## src/rtl/seg_pkg.sv

```systemverilog
// Seven-segment glyph constants for the multiplexed hex display.
package seg_pkg;

   localparam logic [6:0] SEG_BLANK = 7'h7F;

   // Active-low {g,f,e,d,c,b,a}; entry n holds the glyph for hex digit n
   localparam logic [15:0][6:0] GLYPH_TAB = {
      7'h0E, 7'h06, 7'h21, 7'h46, 7'h03, 7'h08, 7'h10, 7'h00,
      7'h78, 7'h02, 7'h12, 7'h19, 7'h30, 7'h24, 7'h79, 7'h40
   };

   function automatic logic [6:0] hex_glyph(input logic [3:0] nib);
      return GLYPH_TAB[nib];
   endfunction

endpackage

```

## src/rtl/seg_scan_mux_if.sv

```systemverilog
// Button, channel data and display signals of the scanned display.
interface seg_scan_mux_if #(
   parameter int unsigned NUM_CH     = 4,
   parameter int unsigned NUM_DIGITS = 8
);
   localparam int unsigned CW = ($clog2(NUM_CH) > 1) ? $clog2(NUM_CH) : 1;

   logic                    btn;
   logic [NUM_CH*32-1:0]    ch_data;
   logic [CW-1:0]           ch_sel;
   logic [6:0]              seg;
   logic [NUM_DIGITS-1:0]   an;
   logic                    dp;

   modport master (output btn, output ch_data,
                   input  ch_sel, input seg, input an, input dp);
   modport slave  (input  btn, input ch_data,
                   output ch_sel, output seg, output an, output dp);
endinterface

```

## src/rtl/btn_debounce.sv

```systemverilog
// Synchronises a raw pushbutton, debounces it and flags accepted rising edges.
module btn_debounce #(
   parameter int unsigned DB_CYCLES = 1000000
) (
   input  logic clk,
   input  logic rst,
   input  logic btn,
   output logic level,
   output logic rise_pulse
);
   localparam int unsigned CNTW = $clog2(DB_CYCLES);

   logic            sync1_q, sync1_d;
   logic            sync2_q, sync2_d;
   logic            level_q, level_d;
   logic            rise_q,  rise_d;
   logic [CNTW-1:0] cnt_q,   cnt_d;

   // Any sample agreeing with the accepted level restarts the count
   always_comb begin : db_next
      sync1_d = btn;
      sync2_d = sync1_q;
      level_d = level_q;
      cnt_d   = '0;
      if (sync2_q != level_q) begin
         if (cnt_q == CNTW'(DB_CYCLES - 1)) begin
            level_d = sync2_q;
         end else begin
            cnt_d = cnt_q + CNTW'(1);
         end
      end
      rise_d = level_d & ~level_q;
   end

   always_ff @(posedge clk or posedge rst) begin : db_regs
      if (rst) begin
         sync1_q <= 1'b0;
         sync2_q <= 1'b0;
         level_q <= 1'b0;
         rise_q  <= 1'b0;
         cnt_q   <= '0;
      end else begin
         sync1_q <= sync1_d;
         sync2_q <= sync2_d;
         level_q <= level_d;
         rise_q  <= rise_d;
         cnt_q   <= cnt_d;
      end
   end

   assign level      = level_q;
   assign rise_pulse = rise_q;

endmodule

```

## src/rtl/seg_scan_mux.sv

```systemverilog
// Channel-selectable 32-bit hex value shown on a scanned seven-segment display.
module seg_scan_mux
   import seg_pkg::*;
#(
   parameter int unsigned NUM_CH     = 4,
   parameter int unsigned NUM_DIGITS = 8,
   parameter int unsigned SCAN_DIV   = 100000,
   parameter int unsigned DB_CYCLES  = 1000000,
   parameter int unsigned BLANK_LZ   = 1
) (
   input  logic          clk,
   input  logic          rst,
   seg_scan_mux_if.slave bus
);
   localparam int unsigned CW = ($clog2(NUM_CH) > 1) ? $clog2(NUM_CH) : 1;
   localparam int unsigned DW = ($clog2(NUM_DIGITS) > 1) ? $clog2(NUM_DIGITS) : 1;
   localparam int unsigned TW = ($clog2(SCAN_DIV) > 1) ? $clog2(SCAN_DIV) : 1;

   logic                  btn_level, btn_rise, adv;
   logic [CW-1:0]         ch_sel_q, ch_sel_d;
   logic [TW-1:0]         tick_q, tick_d;
   logic [DW-1:0]         dig_q, dig_d;
   logic [31:0]           disp_q, disp_d;
   logic                  load_q, load_d;
   logic [6:0]            seg_q, seg_d;
   logic [NUM_DIGITS-1:0] an_q, an_d;
   logic                  dp_q, dp_d;

   logic [31:0]           ch_word [NUM_CH];
   logic [3:0]            nib [NUM_DIGITS];
   logic [NUM_DIGITS-1:0] lz_zero;
   logic                  all_zero;
   logic                  blank;

   btn_debounce #(.DB_CYCLES(DB_CYCLES)) u_db (
      .clk        (clk),
      .rst        (rst),
      .btn        (bus.btn),
      .level      (btn_level),
      .rise_pulse (btn_rise)
   );

   // The rise pulse always coincides with the newly accepted high level
   assign adv = btn_rise & btn_level;

   // lz_zero[i]: nibbles i..NUM_DIGITS-1 of the frame are all zero
   always_comb begin : unpack
      for (int k = 0; k < int'(NUM_CH); k++) begin
         ch_word[k] = bus.ch_data[32*k +: 32];
      end
      all_zero = 1'b1;
      lz_zero  = '0;
      for (int i = int'(NUM_DIGITS) - 1; i >= 0; i--) begin
         nib[i]     = disp_q[4*i +: 4];
         all_zero   = all_zero & (nib[i] == 4'h0);
         lz_zero[i] = all_zero;
      end
   end

   // Post-reset load first, then channel change, then the slot timer
   always_comb begin : scan_next
      ch_sel_d = ch_sel_q;
      tick_d   = tick_q + TW'(1);
      dig_d    = dig_q;
      disp_d   = disp_q;
      load_d   = 1'b0;
      if (load_q) begin
         tick_d = '0;
         dig_d  = '0;
         disp_d = ch_word[ch_sel_q];
      end else if (adv) begin
         ch_sel_d = (ch_sel_q == CW'(NUM_CH - 1)) ? '0 : ch_sel_q + CW'(1);
         tick_d   = '0;
         dig_d    = '0;
         disp_d   = ch_word[ch_sel_d];
      end else if (tick_q == TW'(SCAN_DIV - 1)) begin
         tick_d = '0;
         dig_d  = (dig_q == DW'(NUM_DIGITS - 1)) ? '0 : dig_q + DW'(1);
         if (dig_d == '0) begin
            disp_d = ch_word[ch_sel_q];
         end
      end
   end

   always_comb begin : disp_decode
      blank = (BLANK_LZ != 0) && (dig_q != '0) && lz_zero[dig_q];
      seg_d = blank ? SEG_BLANK : hex_glyph(nib[dig_q]);
      an_d  = blank ? '1 : ~(NUM_DIGITS'(1) << dig_q);
      dp_d  = !((32'(ch_sel_q) < NUM_DIGITS) && (32'(dig_q) == 32'(ch_sel_q)));
   end

   always_ff @(posedge clk or posedge rst) begin : regs
      if (rst) begin
         ch_sel_q <= '0;
         tick_q   <= '0;
         dig_q    <= '0;
         disp_q   <= '0;
         load_q   <= 1'b1;
         seg_q    <= SEG_BLANK;
         an_q     <= '1;
         dp_q     <= 1'b1;
      end else begin
         ch_sel_q <= ch_sel_d;
         tick_q   <= tick_d;
         dig_q    <= dig_d;
         disp_q   <= disp_d;
         load_q   <= load_d;
         seg_q    <= seg_d;
         an_q     <= an_d;
         dp_q     <= dp_d;
      end
   end

   assign bus.ch_sel = ch_sel_q;
   assign bus.seg    = seg_q;
   assign bus.an     = an_q;
   assign bus.dp     = dp_q;

endmodule

```

## src/flat_wrapper.sv

```systemverilog
// flat-port wrapper written by rule: the top's interface ports become plain ports
module seg_scan_mux_flat import seg_pkg::*;
#(
   parameter int unsigned NUM_CH     = 4,
   parameter int unsigned NUM_DIGITS = 8,
   parameter int unsigned SCAN_DIV   = 100000,
   parameter int unsigned DB_CYCLES  = 1000000,
   parameter int unsigned BLANK_LZ   = 1
)
  (clk, rst, bus_btn, bus_ch_data, bus_ch_sel, bus_seg, bus_an, bus_dp);
  seg_scan_mux_if #(.NUM_CH(NUM_CH), .NUM_DIGITS(NUM_DIGITS)) bus_i ();
  input  logic clk;
  input  logic rst;
  input wire logic [$bits(bus_i.btn)-1:0] bus_btn;
  input wire logic [$bits(bus_i.ch_data)-1:0] bus_ch_data;
  output wire logic [$bits(bus_i.ch_sel)-1:0] bus_ch_sel;
  output wire logic [$bits(bus_i.seg)-1:0] bus_seg;
  output wire logic [$bits(bus_i.an)-1:0] bus_an;
  output wire logic [$bits(bus_i.dp)-1:0] bus_dp;
  assign bus_i.btn = bus_btn;
  assign bus_i.ch_data = bus_ch_data;
  assign bus_ch_sel = bus_i.ch_sel;
  assign bus_seg = bus_i.seg;
  assign bus_an = bus_i.an;
  assign bus_dp = bus_i.dp;
  seg_scan_mux #(.NUM_CH(NUM_CH), .NUM_DIGITS(NUM_DIGITS), .SCAN_DIV(SCAN_DIV), .DB_CYCLES(DB_CYCLES), .BLANK_LZ(BLANK_LZ)) u_core (.clk(clk), .rst(rst), .bus(bus_i));
endmodule
```

## config.mk

```make
export PLATFORM = sky130hd
export DESIGN_NAME = seg_scan_mux_flat
export DESIGN_NICKNAME = d
export VERILOG_FILES = /design/src/rtl/seg_pkg.sv /design/src/rtl/seg_scan_mux_if.sv /design/src/rtl/btn_debounce.sv /design/src/rtl/seg_scan_mux.sv /design/src/flat_wrapper.sv
export SDC_FILE = /design/constraint.sdc
export NUM_CORES = 1
export LEC_CHECK = 0
export ABC_AREA = 1
export ABC_CLOCK_PERIOD_IN_PS = 3090
export CAP_MARGIN = 20
export CORE_MARGIN = 2
export CORE_UTILIZATION = 30
export DETAILED_ROUTE_END_ITERATION = 6
export SLEW_MARGIN = 20
export SYNTH_ARGS = -nofsm -noshare
export SYNTH_HDL_FRONTEND = slang
export SYNTH_SLANG_ARGS = --single-unit
export TNS_END_PERCENT = 30
```

## constraint.sdc

```tcl
create_clock -name clk -period 3.09 [get_ports clk]
set_input_delay 0.618 -clock clk [delete_from_list [all_inputs] [get_ports clk]]
set_output_delay 0.618 -clock clk [all_outputs]
set_load 0.005 [all_outputs]
```

==> results of run 1 <==
## state kept, by name, summed over array words and instances (netlist names)
register	count
u_core.u_db.level	1
u_core.bus.an	8
u_core.bus.ch_sel	2
u_core.tick_q	17
u_core.bus.dp	1
u_core.u_db.rise_pulse	1
u_core.bus.seg	7
u_core.u_db.sync1_q	1
u_core.load_q	1
u_core.dig_q	3
u_core.u_db.cnt_q	20
u_core.u_db.sync2_q	1
u_core.disp_q	32
## metal layers
metal  GRT usage  part of all wire
met1       0.242              0.46
met2       0.299              0.47
met3      0.0370             0.059
met4      0.0425             0.012
met5           0                 0
## final timing paths
kind                                      from              endpoint  slack [ns]  depth (start not counted)
max                            u_core.dig_q[1]     u_core.bus.seg[3]        0.69                         10
min                        u_core.u_db.sync1_q   u_core.u_db.sync2_q        0.41                          0
max reg2reg                    u_core.dig_q[1]     u_core.bus.seg[3]        0.69                         10
min reg2reg                u_core.u_db.sync1_q   u_core.u_db.sync2_q        0.41                          0
max in group asynchronous                  rst  u_core.bus.ch_sel[0]        1.76                          3
min in group asynchronous                  rst  u_core.u_db.cnt_q[7]        0.66                          2
## cell usage in the layout, fill, tap and decap left out, drive strengths merged
cell type,instances
o221ai,12
o21ai,120
xnor2,3
nand4,6
nor2,109
xor2,10
conb,1
nand2,229
clkdlybuf4s50,148
inv,113
o22ai,7
ha,15
buf,10
or2,12
o211ai,54
dfrtp,78
dfstp,17
nand3,114
nand3b,2
mux2i,1
a21oi,56
a221oi,1
nor3b,3
clkbuf,10
nor3,18
o21a,3
a211oi,1
clkinvlp,2
clkinv,4
## power by group
part / internal, mW / switching, mW / leakage (nW)
sequential: 1.31 / 0.0420 / 1.20
clock: 0.549 / 0.487 / 0.129
combinational: 0.274 / 0.252 / 2.64
## worst max-delay path, stage by stage (launching register included)
cell and delay [ns]:
dfrtp_1 0.66, inv_1 0.33, nand3_1 0.16, nand2_1 0.06, o21ai_1 0.35, inv_1 0.17, ha_1 0.24, nand3_1 0.12
nand2_1 0.07, nand2_1 0.05, nand3_1 0.08
## per-stage QoR
stage	setup slack, ns	util	cells	hold WS (ns)	total power [mW]
after detailed placement	0.695	0.375	1462	0.376	1.91
after global placement	0.824	0.375	1462	0.400	1.90
after CTS	0.675	0.387	1478	0.411	2.97
final	0.694	0.387	1478	0.410	2.92
after floorplan	0.0231	-	1044	0.331	1.61
after global routing	0.399	0.387	1478	0.427	3.08
## cells by family (layout without fill, tap and decap cells)
group	count (synthesis)	in the layout	share of synthesized area
AND/OR/NAND/NOR	493	493	0.307
AO/OA/AOI/OAI	254	254	0.207
buffers and inverters	172	287	0.106
flip-flops	95	95	0.335
adder cells (fa/ha/maj)	15	15	0.0262
XOR/XNOR	13	13	0.0159
other	1	1	0.000524
multiplexers	1	1	0.00140
## layout make-up
cell class	instances	area, µm²
Tap cell	319	399
Clock buffer	10	229
Sequential cell	95	2400
Clock inverter	6	42.5
Inverter	113	429
Multi-Input combinational cell	777	4000
Timing Repair Buffer	158	1580
Fill cell	2462	14400
==> results.cfg, run 1 <==
[finish]
syn_to_final_growth_pct = 26.9
drive_gt1_frac = 0.0699
fin_area_um2 = 9080
nets = 1300
n_antenna_cell = 0

[detailed_routing]
ant_nets = 0
routed_wl_mm = 21.8
dr.pass1.iters = 6
via_count = 7320
wl_per_cell_um = 14.7
routed_via_density = 4.95
drtIter0Drc = 398
drc = 0

[cts]
htreeDepth = 3
clock_latency_ns = 0.35
cts_sinks = 95
max-clock-path-buffers = 2
cts_tree = yes
cts_hold_buf = 0
cts_resized = 0
clk_pin_slew_ns = 0.07
post_cts_buffers = 0
cts_buffers = 9
clockRootBuffer = clkbuf_16

[floorplan]
start_util = 0.305
die_area_um2 = 25100
core-area_um2 = 23500
die_y_um = 158
num_rows = 56
ios = 149
die_x_um = 158

[power]
ir_worst_vdd_v = 0.000259
powerDensity_nw_per_um2 = 321
p_leak_nw = 3.97

[synthesis]
synthFlopType = dfrtp_1
synth.net_count = 1190
syn-instance-count = 1044
synth-seq-cells = 95
synth_common_cells = nand2_1, nand3_1, o21ai_0
yosysTopAreaCell = dfrtp_1
synth_cell_types = 45
synth-edff-count = 0
async_reset_ff_frac = 1.00
synth.top_cells.by_area = dfrtp_1, nand2_1, nand3_1
netlist_area_um2 = 7160
ys_warn_count = 0
yosysMostFrequentCell = nand2_1
synth_top_area_frac = 0.273
seq_area_frac_synth = 0.335
syn_area_per_cell_um2 = 6.86

[sta]
tightest_slew_ns = 0.701
setup_tns_ns = 0
fin_crit_sh = 0.775
finalClockSkew_ns = 0.00861
fmax_mhz = 417
setup_viol = 0
slew_viol_final = 0
period_needed_ns = 2.40
worst_slew_margin_rel = 0.533
hold_viol = 0
rsz0062_at_grt = no

[critical_path]
worst_ep_required_time_ns = 3.34
crit_path_start_kind = flop
cp.arrival_ns = 2.64
crit_fanout = 16
worstSetupPathType = flop to flop
crit_path_end_kind = flop

[global_routing]
antenna_found_initial = 0
overflow = 0
grt_max_degree = 96
grt_use_total = 0.181
grt_pass1_wl_mm = 36.2
grt_pass1_vias = 7050

[placement]
portBuffers = 148
place_area_um2 = 8810
gp_congestion = 0.882
dp_hpwl_mm = 16.0

[min_path]
hp-class = flop to flop

[outcome]
status = complete, no violations

[run]
maxCapViolCount = 0
No activity file was read; power rests on OpenSTA's default activity.
==> inputs of run 2 (changes only) <==
--- a/config.mk
+++ b/config.mk
@@ -6,7 +6,7 @@
 export NUM_CORES = 1
 export LEC_CHECK = 0
 export ABC_AREA = 1
-export ABC_CLOCK_PERIOD_IN_PS = 3090
+export ABC_CLOCK_PERIOD_IN_PS = 2000
 export CAP_MARGIN = 20
 export CORE_MARGIN = 2
 export CORE_UTILIZATION = 30
==> constraint.sdc (replaced) <==
create_clock -name clk -period 2 [get_ports clk]
set_input_delay 0.4 -clock clk [delete_from_list [all_inputs] [get_ports clk]]
set_output_delay 0.4 -clock clk [all_outputs]
set_load 0.005 [all_outputs]
==> run 2 against run 1 <==
  * Critical path depth down 8
  * Count of clock-buffer cells in the layout up 1
  * First-iteration DRC count up 4.0%
  * Critical path type is now flop to output port
  * Cell area up 3.1%
  * Wire length down 0.28%
  * Clock skew up 0.0022 ns
  * Core utilization up 1.2 points
  * Via count up 0.83%
  * Worst hold slack worse by 0.053 ns
  * Die area unchanged
  * Largest power group unchanged
==> results.cfg, run 2 (synthesis gave the netlist of run 1 again) <==
[min_path]
hp-class = flop to flop
min_to = u_core.u_db.sync2_q
hp-start = u_core.u_db.sync1_q
holdPathStages = 0

[critical_path]
reg2regPathDepth = 7
crit_start = u_core.bus.ch_sel[1]
r2r_start = u_core.bus.ch_sel[0]
cp.arrival_ns = 1.53
crit_fanout = 33
cpPeakStageDelay_ns = 0.56
worst_ep_required_time_ns = 1.60
reg2reg_slack_ns = 0.14
crit_path_start_kind = flop
cp_cell_sequence = buf_6 -> clkdlybuf4s50_1
crit_slowest_cell = clkdlybuf4s50_1
r2r-end = u_core.disp_q[12]
worstSetupPathType = flop to output port
crit_path_end_kind = output port

[placement]
dp_hpwl_mm = 16.1
portBuffers = 148
gp_congestion = 0.853

[finish]
final_common_cell = nand2_1
mostFrequentLayoutCells = nand2_1, clkdlybuf4s50_1, nand3_1
drive_gt1_frac = 0.0882
n_antenna_cell = 0
finish.utilization = 0.399
largest_reg_flops = 32
syn_to_final_growth_pct = 30.8
nets = 1320
top_regs = u_core.disp_q: 32 flops, u_core.u_db.cnt_q: 20 flops, u_core.tick_q: 17 flops
largest_register = u_core.disp_q
n_fill_cell = 2440

[detailed_routing]
drtIter0Drc = 414
drc = 0
wl_per_cell_um = 14.5
routed_via_density = 4.93
via_count = 7381
ant_nets = 0
routed_wl_mm = 21.7
dr.pass1.iters = 5

[sta]
setup_tns_ns = 0
rsz0062_at_grt = no
hold_viol = 0
fmax_mhz = 519
worst_slew_margin_rel = 0.661
setup_viol = 0
whs_ns = 0.357
slew_viol_final = 0
finalClockSkew_ns = 0.0108
fin_crit_sh = 0.964
tightest_slew_ns = 0.508
period_needed_ns = 1.93

[global_routing]
grt_max_degree = 96
grt_pass1_wl_mm = 35.7
antenna_found_initial = 0
grt_pass1_vias = 7152
grt_use_total = 0.177
overflow = 0

[run]
maxCapViolCount = 0

[floorplan]
start_util = 0.305
die_y_um = 158
ios = 149
die_x_um = 158
num_rows = 56
die_area_um2 = 25100
core-area_um2 = 23500

[power]
pwr-share-clk = 0.374
power_mw = 4.65
combinationalPowerShare = 0.176
powerDensity_nw_per_um2 = 496
switchingPower_mw = 1.18
p_sw_frac = 0.254
p_leak_nw = 4.12
ir_worst_vdd_v = 0.000444
seq_power_share = 0.450
p_int_mw = 3.47

[outcome]
status = complete, no violations

[cts]
cts_hold_buf = 0
cts_sinks = 95
post_cts_buffers = 0
max-clock-path-buffers = 2
cts_tree = yes
clk_pin_slew_ns = 0.07
cts_buffers = 9
clock_latency_ns = 0.35
htreeDepth = 3
clockRootBuffer = clkbuf_16
[run 2: changes by cell type in the layout (fill, tap and decap cells not counted), sizes merged]
cell           change
buf               +19
bufbuf             +1
bufinv             +1
clkbuf             +1
clkdlybuf4s50      -1
clkinv             -1
clkinvlp           -1
dlygate4sd2        +1
[run 2: final cells by class]
type,count,area (µm²),area share
multi-input combinational,777,4010,0.428
sequential,95,2400,0.256
inverter,113,432,0.0461
timing repair buffer,178,1830,0.195
tap,319,399,0.0426
clock buffer,11,243,0.0259
clock inverter,5,56.3,0.00601
[run 2: routing by layer]
metal	track usage	vias up	wire, µm
met3	0.0359	21	1220
met4	0.0403	0	326
met1	0.238	3393	10300
met2	0.293	220	9890
li1	-	3747	-
met5	0	-	0
[run 2: worst max-delay path by stage]
| stage | to | slack (ns) | cells past startpoint |
|---|---|---|---|
| detailed placement | u_core.bus.seg[3] | 0.12 | 11 |
| floorplan | u_core.bus.seg[3] | 0.21 | 12 |
| global placement | u_core.bus.seg[3] | 0.12 | 11 |
| CTS | bus_ch_sel[1] | 0.05 | 2 |
| global route | u_core.disp_q[13] | 0.002 | 8 |
| finish | bus_ch_sel[1] | 0.07 | 2 |
[run 2: per-stage QoR]
stage	cell area (µm²)	worst slack, ns	std cells
final	9370	0.0718	1498
after global routing	9370	0.00246	1498
after CTS	9350	0.0546	1498
after detailed placement	9020	0.121	1481
after global placement	9020	0.121	1481
after floorplan	7160	0.215	1044
[run 2: repair_timing]
action                                  4_1_cts  5_1_grt
gates cloned                                  1        0
pin swaps                                     0        0
endpoints found under the setup margin        2        8
gates resized for setup                       2        5
[run 2: critical path: cells and delay by family, from the launching register on]
kind                   cells  cell delay, ns
flip-flops                 1            0.36
buffers and inverters      2            0.81
[run 2: power by group through the flow]
stage / clock, mW / combinational (mW) / sequential [mW]
after CTS: 1.81 / 0.825 / 2.09
after floorplan: 0 / 0.383 / 2.11
after global routing: 1.88 / 0.916 / 2.10
after global placement: 0 / 0.818 / 2.13
final: 1.74 / 0.818 / 2.09
after detailed placement: 0 / 0.822 / 2.13
==> RTL edit 1 (flow settings as in run 2) <==
`SCAN_DIV` is set to 100000 in 2 places; all go to 50000.
--- a/src/rtl/seg_scan_mux.sv
+++ b/src/rtl/seg_scan_mux.sv
@@ -6,3 +6,3 @@
    parameter int unsigned NUM_DIGITS = 8,
-   parameter int unsigned SCAN_DIV   = 100000,
+   parameter int unsigned SCAN_DIV   = 50000,
    parameter int unsigned DB_CYCLES  = 1000000,
--- a/src/flat_wrapper.sv
+++ b/src/flat_wrapper.sv
@@ -5,3 +5,3 @@
    parameter int unsigned NUM_DIGITS = 8,
-   parameter int unsigned SCAN_DIV   = 100000,
+   parameter int unsigned SCAN_DIV   = 50000,
    parameter int unsigned DB_CYCLES  = 1000000,
Behaviour: same outputs for any inputs over 10 cycles, from zero or initial values and one cycle with rst high; that may be too few to reach the edited logic, so the function may still have changed.
==> RTL edit 1 against run 2 <==
Sequential power up 2%; first-iteration DRC count up 12%; design area up 2.4%; combinational power up 20%; power up 11%; clock skew down 0.0027 ns; via count up 1.7%; fmax down 0.80%; sequential cell count down 1; area after synthesis down 0.30%; die area down 0.29%; setup slack worse by 0.016 ns; register-to-register slack worse by 0.06 ns; routed wire length up 1.9%.
==> RTL edit 1: results (changes against run 2) <==
Fmax achieved 0.514 GHz (-0.80%); count of cell types in the netlist 43 (-4.4%); Synth Area in Adders 2.63% (+0.0078 points); Top Registers u_core.disp_q x32, u_core.u_db.cnt_q x20, u_core.tick_q x16; placed cells 1529 (+3.2%); status completed; R2R depth 10 (+3); CP peak stage delay 0.54 ns (-0.02 ns); first-pass GRT wire length 36.4 mm (+2.0%); most instantiated cells after synthesis 308 x nand2_1, 145 x nor2_1, 121 x o21ai_0; FF+latch area 0.00238 mm2 (-1.0%); reg2reg end u_core.disp_q[24]$_DFFE_PP0P_; register area share after synthesis 33.3% (-0.25 points); FF-to-FF Start u_core.dig_q[0]$_DFFE_PP0P_; Post-DP HPWL 16.4 mm (+2.2%); Finished Layout Cells 1551 (+3.5%); Post-Syn Area per Cell 6.54 um2 (-4.6%); Crit Path Max Fanout 49 (+48%); mux contribution to synthesized area 0.561% (+0.42 points); GR Util met3 2.96% (-0.64 points); post-synthesis xor/xnor area fraction 1.23% (-0.36 points); Worst IR Drop VDD 0.000423 V (-4.7%); number of clock sinks 94 (-1.1%); FF-to-FF setup slack 0.08 ns (-0.06 ns); Sw Ratio 25.2% (-0.17 points); met2 Track Usage GR 27.7% (-1.6 points); initial drt markers 462 (+12%); DP Area 0.00909 mm2 (+0.85%); Clock Skew 0.00809 ns (-0.00267 ns); GPL Wtd Cong 0.881 (+3.3%); pin count of the biggest net entering global routing 50 (-48%); WL final 22.1 mm (+1.9%); # nets final 1373 (+4.0%); syn_nets 1237 (+3.9%); Hold WS 0.381 ns (+0.0239 ns); dominant cells by area after synthesis dfrtp_1 27%, nand2_1 16%, o21ai_0 8.5%, nor2_1 7.6%, dfstp_2 6.3%; met1 Usage GRT 26.5% (+2.7 points); Fillers 2420 (-0.82%); Compound-Gate Fraction of Synth Area 19.8% (-0.95 points); number of global-route vias before repair 7324 (+2.4%)
RTL edit 1: layer usage:
layer	up-vias	wire length (um)
met5	-	0
met4	0	316
met3	24	1280
met2	221	9530
met1	3433	11000
li1	3830	-
RTL edit 1: layout make-up:
| class | count | area share, % |
|---|---|---|
| multi-input combinational | 827 | 42.3 |
| sequential | 94 | 24.8 |
| timing repair buffer | 183 | 20.5 |
| inverter | 111 | 4.45 |
| tap | 319 | 4.16 |
| clock buffer | 11 | 2.63 |
| clock inverter | 5 | 1.08 |
| timing repair inverter | 1 | 0.0522 |
RTL edit 1: worst min path at each step:
stage | start | endpoint | depth (start not counted)
global placement | u_core.u_db.sync1_q$_DFF_PP0_ | u_core.u_db.sync2_q$_DFF_PP0_ | 0
floorplan | u_core.u_db.sync1_q$_DFF_PP0_ | u_core.u_db.sync2_q$_DFF_PP0_ | 0
global route | u_core.u_db.sync1_q$_DFF_PP0_ | u_core.u_db.sync2_q$_DFF_PP0_ | 0
detailed placement | u_core.u_db.sync1_q$_DFF_PP0_ | u_core.u_db.sync2_q$_DFF_PP0_ | 0
CTS | u_core.u_db.sync1_q$_DFF_PP0_ | u_core.u_db.sync2_q$_DFF_PP0_ | 0
finish | u_core.u_db.sync1_q$_DFF_PP0_ | u_core.u_db.sync2_q$_DFF_PP0_ | 0
RTL edit 1: power by group through the flow:
stage	clock network (mW)	logic (mW)	registers, mW
global route	2.17	1.10	2.14
finish	2.03	0.980	2.13
global placement	0	0.953	2.16
detailed placement	0	0.963	2.16
CTS	2.08	0.967	2.13
floorplan	0	0.473	2.14
RTL edit 1: logic make-up (layout without fill, tap and decap cells):
kind of cell	Yosys count	after routing
multiplexers	4	4
other	1	1
adder cells (fa/ha/maj)	15	15
XOR/XNOR	10	10
AND/OR/NAND/NOR	560	560
flip-flops	94	94
buffers and inverters	170	311
AO/OA/AOI/OAI	237	237
RTL edit 1: worst reg2reg max path, delay by kind of cell, from the launching register on:
family                     cells  cell delay [ns]
AOI/OAI and AO/OA              3             0.43
adders and majority gates      2             0.44
buffers and inverters          3             0.36
DFF                            1             0.47
and+or+nand+nor                2             0.15
RTL edit 1: what timing repair did:
item	4_1_cts	5_1_grt
setup buffers	0	2
hold buffers	0	0
gates cloned	1	3
pin swaps	0	1
resized for setup	1	11
endpoints found under the setup margin	1	38
==> RTL edit 2 (settings of run 2) <==
Without the edit above. Compare `tick_q` against `TW'(SCAN_DIV - 1)` with >= in place of ==.
--- a/src/rtl/seg_scan_mux.sv
+++ b/src/rtl/seg_scan_mux.sv
@@ -75,3 +75,3 @@
          disp_d   = ch_word[ch_sel_d];
-      end else if (tick_q == TW'(SCAN_DIV - 1)) begin
+      end else if (tick_q >= TW'(SCAN_DIV - 1)) begin
          tick_d = '0;
Function: no difference found for any inputs over 10 cycles, from zero or initial values and one cycle with rst high; that may be too few to reach the edited logic, so the function may still have changed.
==> RTL edit 2 against run 2 <==
Routed wire length rose by 6.9%; critical path depth is the same; power increased by 18%; sequential cell count unchanged; count of clock-buffer cells in the layout is 1 lower; setup slack worse by 0.015 ns; area after synthesis up 5.9%; design area increased by 4.6%; final cell count grew 11%; largest cell class unchanged; largest power group unchanged.
==> RTL edit 2: results (changes against run 2) <==
Place WS 0.0949 ns (-0.0263 ns); syn_nets 1344 (+13%); Routed Antenna Nets 0 (unchanged); Crit Path Max Fanout 36 (+9.1%); placed cells 1649 (+11%); status completed; Post-DP HPWL 17.5 mm (+9.0%); Clock Skew 0.00967 ns (-0.00109 ns); DR vias/cell 4.83 (-2.0%); Finished Layout Cells 1667 (+11%); Slowest-stage cell, CP clkdlybuf4s50_1; count of cell types in the netlist 38 (-16%); pin count of the biggest net entering global routing 47 (-51%); Post-Syn Area per Cell 6.32 um2 (-7.8%); Leakage 4.65 nW (+13%); Comb power frac 27.9% (+10 points); share of layout cells above drive strength 1 6.66% (-2.2 points); met2 WL 10.2 mm (+3.1%); met3 wire length 1.15 mm (-5.7%); PostCTS Resize Cnt 1 (-1); R2R depth 8 (+1); Tot GR Track Use 17.9% (+0.18 points); # nets final 1478 (+12%); dominant cells by area after synthesis dfrtp_1 26%, nand2_1 18%, nand3_1 8.5%, inv_1 7.5%, o211ai_1 6.5%; GR Util met3 2.67% (-0.92 points); met1 Usage GRT 25.9% (+2.1 points); clock share of power 30.4% (-7.0 points); final worst setup slack 0.0566 ns (-0.0152 ns); Worst IR Drop VDD 0.000424 V (-4.5%); met2 Track Usage GR 28.0% (-1.3 points); initial drt markers 549 (+33%); GPL Wtd Cong 0.861 (+0.97%); reg2reg end u_core.disp_q[5]$_DFFE_PP0P_; hold endpoint u_core.u_db.sync2_q$_DFF_PP0_; register area share after synthesis 31.7% (-1.9 points); Hold WS 0.372 ns (+0.0147 ns); Sw Ratio 31.1% (+5.7 points); WL final 23.2 mm (+6.9%); DP Area 0.00947 mm2 (+5.0%); most instantiated cells after synthesis 360 x nand2_1, 151 x inv_1, 129 x nand3_1; first-pass detailed-route iteration total 5 (unchanged); M1 WL 11.6 mm (+13%); Clk power 1.66 mW (-5%)
==> RTL edit 2: logic make-up (layout without fill, tap and decap cells) <==
kind of cell | count (synthesis) | after routing | share of synthesized area (%)
compound gates | 210 | 210 | 16.4
flops | 95 | 95 | 31.7
buf+inv | 225 | 364 | 12.4
fa+ha+maj | 15 | 15 | 2.48
other cells | 1 | 1 | 0.0495
simple gates | 636 | 636 | 35.2
xor+xnor | 16 | 16 | 1.85
==> RTL edit 2: cell type report <==
class	instances	area, um2
Fill cell	2655	15200
Multi-Input combinational cell	878	4260
Sequential cell	95	2400
Timing Repair Buffer	187	1840
Inverter	161	608
Tap cell	330	413
Clock buffer	10	229
Clock inverter	6	50.0
==> RTL edit 2: worst register-to-register path: stages (launching register included) <==
cell and delay, ns:
dfrtp_2 0.42, ha_1 0.33, buf_4 0.21, buf_4 0.18
a21oi_1 0.12, o21ai_0 0.09, a21oi_1 0.26, nand3_1 0.12
nand2_1 0.07
==> RTL edit 2: worst max-delay path by stage <==
stage | to | depth (start not counted) | start
4_1_cts | bus_ch_sel[1] | 2 | u_core.bus.ch_sel[1]$_DFFE_PP0P_
3_5_place_dp | u_core.disp_q[26]$_DFFE_PP0P_ | 9 | u_core.bus.ch_sel[1]$_DFFE_PP0P_
5_1_grt | u_core.bus.seg[0]$_DFF_PP1_ | 12 | u_core.dig_q[0]$_DFFE_PP0P_
2_1_floorplan | u_core.bus.seg[3]$_DFF_PP1_ | 12 | u_core.dig_q[0]$_DFFE_PP0P_
6_report | bus_ch_sel[1] | 2 | u_core.bus.ch_sel[1]$_DFFE_PP0P_
3_3_place_gp | u_core.disp_q[3]$_DFFE_PP0P_ | 8 | u_core.tick_q[0]$_DFF_PP0_
